**config.mk**
```make
export PLATFORM = sky130hd
export DESIGN_NAME = uart_parity_engine
export DESIGN_NICKNAME = d
export VERILOG_FILES = /design/src/rtl/uart_parity_engine.sv
export SDC_FILE = /design/constraint.sdc
export NUM_CORES = 1
export LEC_CHECK = 0
export CAP_MARGIN = 30
export CORE_AREA = 2 2 61 63
export CTS_CLUSTER_DIAMETER = 200
export DETAILED_ROUTE_END_ITERATION = 8
export DIE_AREA = 0 0 63 65
export GPL_TIMING_DRIVEN = 0
export PLACE_DENSITY = 0.58
export SYNTH_ARGS = -nofsm -noshare
export SYNTH_HDL_FRONTEND = slang
export SYNTH_SLANG_ARGS = --single-unit
```
**constraint.sdc**
```tcl
create_clock -name clk -period 2 [get_ports clk]
set_input_delay 0.4 -clock clk [delete_from_list [all_inputs] [get_ports clk]]
set_output_delay 0.4 -clock clk [all_outputs]
set_load 0.02 [all_outputs]
```
**src/rtl/uart_parity_engine.sv**
```systemverilog
// Bit-serial parity generator/checker shared by UART TX and RX.
// Accumulates parity over the configured data bits, then supplies or checks the parity slot.
module uart_parity_engine #(
  parameter int unsigned MAX_DSIZE = 9,
  parameter int unsigned CW        = 4
) (
  input  logic          clk,
  input  logic          rst_n,
  input  logic          start,
  input  logic [CW-1:0] cfg_width,
  input  logic [2:0]    cfg_mode,
  input  logic          bit_vld,
  input  logic          bit_in,
  input  logic          par_vld,
  input  logic          par_in,
  input  logic          err_clr,
  output logic          busy,
  output logic [CW-1:0] bit_cnt,
  output logic          par_rdy,
  output logic          par_bit,
  output logic          frame_done,
  output logic          par_err,
  output logic          par_err_sticky,
  output logic          seq_err_sticky
);

  typedef enum logic [1:0] {
    IDLE   = 2'd0,
    DATA   = 2'd1,
    PARITY = 2'd2
  } state_t;

  localparam logic [2:0] MODE_NONE  = 3'd0;
  localparam logic [2:0] MODE_ODD   = 3'd1;
  localparam logic [2:0] MODE_EVEN  = 3'd2;
  localparam logic [2:0] MODE_MARK  = 3'd3;
  localparam logic [2:0] MODE_SPACE = 3'd4;

  localparam logic [CW-1:0] W_DEFAULT = CW'(8);
  localparam logic [CW-1:0] W_MIN     = CW'(5);
  localparam logic [CW-1:0] W_MAX     = CW'(MAX_DSIZE);

  state_t        state;
  logic [CW-1:0] width_q;
  logic [2:0]    mode_q;
  logic          acc;

  logic [CW-1:0] width_cfg;
  logic [2:0]    mode_cfg;
  logic [CW-1:0] cnt_nxt;
  logic          acc_nxt;
  logic          last_bit;
  logic          par_calc;
  logic          seq_evt;
  logic          perr_evt;

  // Config normalisation, next accumulator values and error-event decode
  always_comb begin
    width_cfg = W_DEFAULT;
    mode_cfg  = MODE_NONE;
    cnt_nxt   = bit_cnt + CW'(1);
    acc_nxt   = acc ^ bit_in;
    last_bit  = 1'b0;
    par_calc  = 1'b0;
    seq_evt   = 1'b0;
    perr_evt  = 1'b0;

    if ((cfg_width >= W_MIN) && (cfg_width <= W_MAX)) width_cfg = cfg_width;
    if (cfg_mode <= MODE_SPACE) mode_cfg = cfg_mode;
    last_bit = (cnt_nxt == width_q);

    case (mode_q)
      MODE_ODD:   par_calc = ~acc_nxt;
      MODE_EVEN:  par_calc = acc_nxt;
      MODE_MARK:  par_calc = 1'b1;
      MODE_SPACE: par_calc = 1'b0;
      default:    par_calc = 1'b0;
    endcase

    // start from IDLE is legal; any strobe riding along with it is simply dropped
    case (state)
      IDLE:    seq_evt = !start && (bit_vld || par_vld);
      DATA:    seq_evt = start || par_vld;
      PARITY:  seq_evt = start || bit_vld;
      default: seq_evt = 1'b0;
    endcase

    perr_evt = (state == PARITY) && !start && par_vld && (par_in != par_bit);
  end

  // Frame FSM with registered outputs
  always_ff @(posedge clk or negedge rst_n) begin
    if (!rst_n) begin
      state          <= IDLE;
      width_q        <= W_DEFAULT;
      mode_q         <= MODE_NONE;
      acc            <= 1'b0;
      busy           <= 1'b0;
      bit_cnt        <= '0;
      par_rdy        <= 1'b0;
      par_bit        <= 1'b0;
      frame_done     <= 1'b0;
      par_err        <= 1'b0;
      par_err_sticky <= 1'b0;
      seq_err_sticky <= 1'b0;
    end else begin
      frame_done <= 1'b0;
      par_err    <= 1'b0;

      if (seq_evt)      seq_err_sticky <= 1'b1;
      else if (err_clr) seq_err_sticky <= 1'b0;

      if (perr_evt)     par_err_sticky <= 1'b1;
      else if (err_clr) par_err_sticky <= 1'b0;

      if (start) begin
        state   <= DATA;
        busy    <= 1'b1;
        par_rdy <= 1'b0;
        acc     <= 1'b0;
        bit_cnt <= '0;
        width_q <= width_cfg;
        mode_q  <= mode_cfg;
      end else begin
        case (state)
          DATA: begin
            if (bit_vld) begin
              acc     <= acc_nxt;
              bit_cnt <= cnt_nxt;
              if (last_bit) begin
                if (mode_q != MODE_NONE) begin
                  state   <= PARITY;
                  par_rdy <= 1'b1;
                  par_bit <= par_calc;
                end else begin
                  state      <= IDLE;
                  busy       <= 1'b0;
                  frame_done <= 1'b1;
                end
              end
            end
          end
          PARITY: begin
            if (par_vld) begin
              state      <= IDLE;
              busy       <= 1'b0;
              par_rdy    <= 1'b0;
              frame_done <= 1'b1;
              par_err    <= perr_evt;
            end
          end
          default: begin
          end
        endcase
      end
    end
  end

endmodule
```
==> summary.md, run 1 <==
| Metric | Value |
|---|---|
| Status | `completed` |
| TritonCTS clock tree | `done` |
| Final cell count without fillers | `196` |
| Netlist cell types | `34` |
| Seq cells post-synth | `21` |
| Detail Route Antenna Nets | `0` |
| H-tree depth | `1` |
| GRT Overall Usage | `12.78%` |
| Inst Count DP | `191` |
| CP Max Fanout | `5` |
| Arr. time, crit path | `2080 ps` |
| Combinational share of power | `22.3%` |
| Max IR drop VDD | `0.1848 mV` |
| Grt total ovfl | `0` |
| Vias per cell | `4.760` |
| Mapped cell area | `1160 um^2` |
| Core Area | `3496 um^2` |
| GPL Wtd Cong | `0.7899` |
| Crit path time final | `1877 ps` |
| Yosys top cell by area | `dfrtp_1` |
| Post-synth top area share | `43.15%` |
| Clock buffer count from CTS | `3` |
| Switch share | `28.43%` |
| Clk sinks | `21` |
| Endpoints failing setup | `0` |
| First-pass GRT wire length | `4126 um` |
| Syn_nets | `139` |
| Reg clk slew, reported paths | `120 ps` |
| Vias in the first global route | `953` |
| WS Path Type | `reg2reg` |
| Crit path required time | `2210 ps` |
| CTS resizes | `0` |
| Cells after Synth | `119` |
| Clk_lat worst skew | `300 ps` |
| CTS root buf | `clkbuf_4` |
| Crit end category | `register` |
| Diodes inserted | `0` |
| Largest net degree at the start of global routing | `22` |
| Part of the power in the clock network | `23.5%` |
| DRC viols | `0` |
| Starting DRT DRC Count | `20` |
| PortBufs | `24` |
| Count of final hold-check violations | `0` |
| Internal Power | `617.6 uW` |
| Final #Nets | `169` |
| Worst slew pin tran | `642.1 ps` |
| RSZ-0062 raised after global routing | `false` |
| Full die area | `4095 um^2` |
| HP Class | `in2reg` |
| Final count of pins violating max slew | `0` |
| Initial Util | `33.18%` |
| Clock Path Buffers | `2` |
| TNS Setup | `0 ps` |
| Fmax | `0.5327 GHz` |
| Layout Area Growth over Synthesis | `29.56%` |
| Clk_skew | `3.369 ps` |
| YS warnings | `0` |
| Vias | `933` |
| Hold_buf cts | `0` |
| Avg Cell Area, Syn | `9.747 um^2` |
| Top cells by area, synth | `dfrtp_1 43%, ha_1 5.4%, xnor2_1 3.8%` |
| Fraction of layout cells with a size suffix above 1 | `9.459%` |
| Die Width | `63 um` |
| Final WL | `2320 um` |
| Row count | `22` |
| Reg power frac | `54.2%` |
| Die Y-Extent | `65 um` |
| Relative slew margins | `56.87%` |
| Initial antenna violation count | `0` |
| Pwr per Cell Area | `574.3 nW/um^2` |
| Static leakage | `0.6457 nW` |
| First drt pass iteration count | `4` |
| CP startpoint kind | `register` |
| MaxCap Viol Count | `0` |
| Io pins | `26` |
| Seq/Total Area, Yosys | `45.42%` |
| Final critical-path share of the clock period | `93.87%` |
| Hpwl dp | `1791 um` |
| Net switching power | `245.3 uW` |
| Wirelength per Cell | `11.84 um` |
| Setup bufs post-CTS | `0` |
-- power by group through the flow --
| stage | combinational, mW | clock (mW) | sequential, mW |
|---|---|---|---|
| after global routing | 0.213 | 0.230 | 0.472 |
| after floorplan | 0.100 | 0 | 0.484 |
| after detailed placement | 0.190 | 0 | 0.476 |
| after global placement | 0.186 | 0 | 0.476 |
| after CTS | 0.191 | 0.215 | 0.468 |
| final | 0.192 | 0.203 | 0.468 |
-- per-stage QoR --
stage	setup WS (ps)	cell area (um^2)	utilization (%)	hold slack [ps]	power [mW]
3_3_place_gp	58.86	1460	41.77	463.2	0.6618
4_1_cts	109.5	1488	42.56	298.8	0.8745
5_1_grt	29.34	1503	42.99	319.2	0.9146
6_report	122.7	1503	42.99	310.7	0.8629
2_1_floorplan	133.3	1160	-	104.4	0.5843
3_5_place_dp	45.07	1460	41.77	469.0	0.6663
-- cells in the mapped netlist, drive strengths merged --
cell type and number:
a21o 2, a21oi 6, a31oi 2, a32oi 1, and2 1, and2b 1, and3 2, buf 3
clkbuf 1, dfrtp 20, dfstp 1, ha 5, inv 10, mux2 2, mux2i 1, nand2 8
nand3 6, nand3b 2, nor2 11, nor2b 2, nor3 4, nor3b 2, o211ai 3, o21a 1
o21ai 8, o31a 1, o32ai 1, or3 1, xnor2 5, xor2 5, xor3 1
-- cell type report --
class                           count  area [um^2]
Inverter                           10        37.54
Fill cell                         371         1993
Tap cell                           48        60.06
Sequential cell                    21        526.8
Clock buffer                        3        22.52
Timing Repair Buffer               25        255.2
Multi-Input combinational cell     84        564.3
Clock inverter                      1        5.005
Buffer                              4        31.28
-- cell families (layout without fill, tap and decap cells) --
| logic type | count (synthesis) | after routing | synth area share, % |
|---|---|---|---|
| AO/OA/AOI/OAI | 25 | 25 | 13.27 |
| XOR/XNOR | 11 | 11 | 9.600 |
| adder cells (fa/ha/maj) | 5 | 5 | 5.394 |
| buffers and inverters | 14 | 43 | 5.933 |
| flip-flops | 21 | 21 | 45.42 |
| multiplexers | 3 | 3 | 2.805 |
| AND/OR/NAND/NOR | 40 | 40 | 17.58 |
-- worst max-delay path: stages (launching register included) --
cell     delay [ps]
dfrtp_1         470
ha_1            200
xor3_1          440
nor3_2          210
and3_2          230
mux2i_1         180
nor2_1           50
-- path summary, 6_finish.rpt --
path,start,endpoint,slack (ps),cells after the start
worst max-delay path,bit_cnt[0],state[1],120,6
worst min-delay path,start,par_err,310,2
worst min register to register,par_err_sticky,par_err_sticky,490,1
worst max register to register,bit_cnt[0],state[1],120,6
max in group asynchronous,rst_n,par_rdy,1230,2
min in group asynchronous,rst_n,bit_cnt[2],360,1
-- per-layer routing --
layer,GRT usage (%),wire (um),vias to the layer above
li1,-,-,463
met1,15.72,1100,447
met2,21.54,1095,21
met3,2.083,96,2
met4,6.667,27,0
met5,0,0,-
-- flip-flops by register name (all words and copies together) (netlist names) --
register / count
frame_done: 1
width_q: 4
mode_q: 3
acc: 1
par_err_sticky: 1
par_bit: 1
par_rdy: 1
busy: 1
bit_cnt: 4
par_err: 1
seq_err_sticky: 1
state: 2
-- cells in the final DEF (no fill, tap or decap), types with 2 or more instances in the layout --
| cell | synthesis | layout |
|---|---|---|
| xnor2_1 | 5 | 5 |
| nor3b_1 | 2 | 2 |
| clkbuf_4 | 0 | 3 |
| nor2_1 | 11 | 11 |
| a21oi_1 | 6 | 6 |
| nor3_1 | 3 | 3 |
| o21ai_0 | 8 | 8 |
| nand3b_1 | 2 | 2 |
| xor2_1 | 5 | 5 |
| clkdlybuf4s50_1 | 0 | 24 |
| mux2_2 | 2 | 2 |
| nand2_1 | 8 | 8 |
| buf_6 | 2 | 2 |
| ha_1 | 5 | 5 |
| dfrtp_1 | 20 | 20 |
| o211ai_1 | 3 | 3 |
| nand3_1 | 6 | 6 |
| a21o_1 | 2 | 2 |
| inv_1 | 10 | 10 |
| nor2b_1 | 2 | 2 |
| a31oi_1 | 2 | 2 |
No activity file was read; power rests on OpenSTA's default activity.
==> inputs of run 2 (changes only) <==
--- a/config.mk
+++ b/config.mk
@@ -8,6 +8,7 @@
 export CAP_MARGIN = 30
 export CORE_AREA = 2 2 61 63
 export CTS_CLUSTER_DIAMETER = 200
+export CTS_CLUSTER_SIZE = 8
 export DETAILED_ROUTE_END_ITERATION = 8
 export DIE_AREA = 0 0 63 65
 export GPL_TIMING_DRIVEN = 0
==> results of run 2 <==
No change in the layout: final DEF, timing and power equal those of run 1.
==> inputs of run 3 (changes only) <==
--- a/config.mk
+++ b/config.mk
@@ -12,6 +12,7 @@
 export DETAILED_ROUTE_END_ITERATION = 8
 export DIE_AREA = 0 0 63 65
 export GPL_TIMING_DRIVEN = 0
+export HOLD_SLACK_MARGIN = 0.15
 export PLACE_DENSITY = 0.58
 export SYNTH_ARGS = -nofsm -noshare
 export SYNTH_HDL_FRONTEND = slang
==> results of run 3 <==
No change in the layout: final DEF, timing and power equal those of run 1.
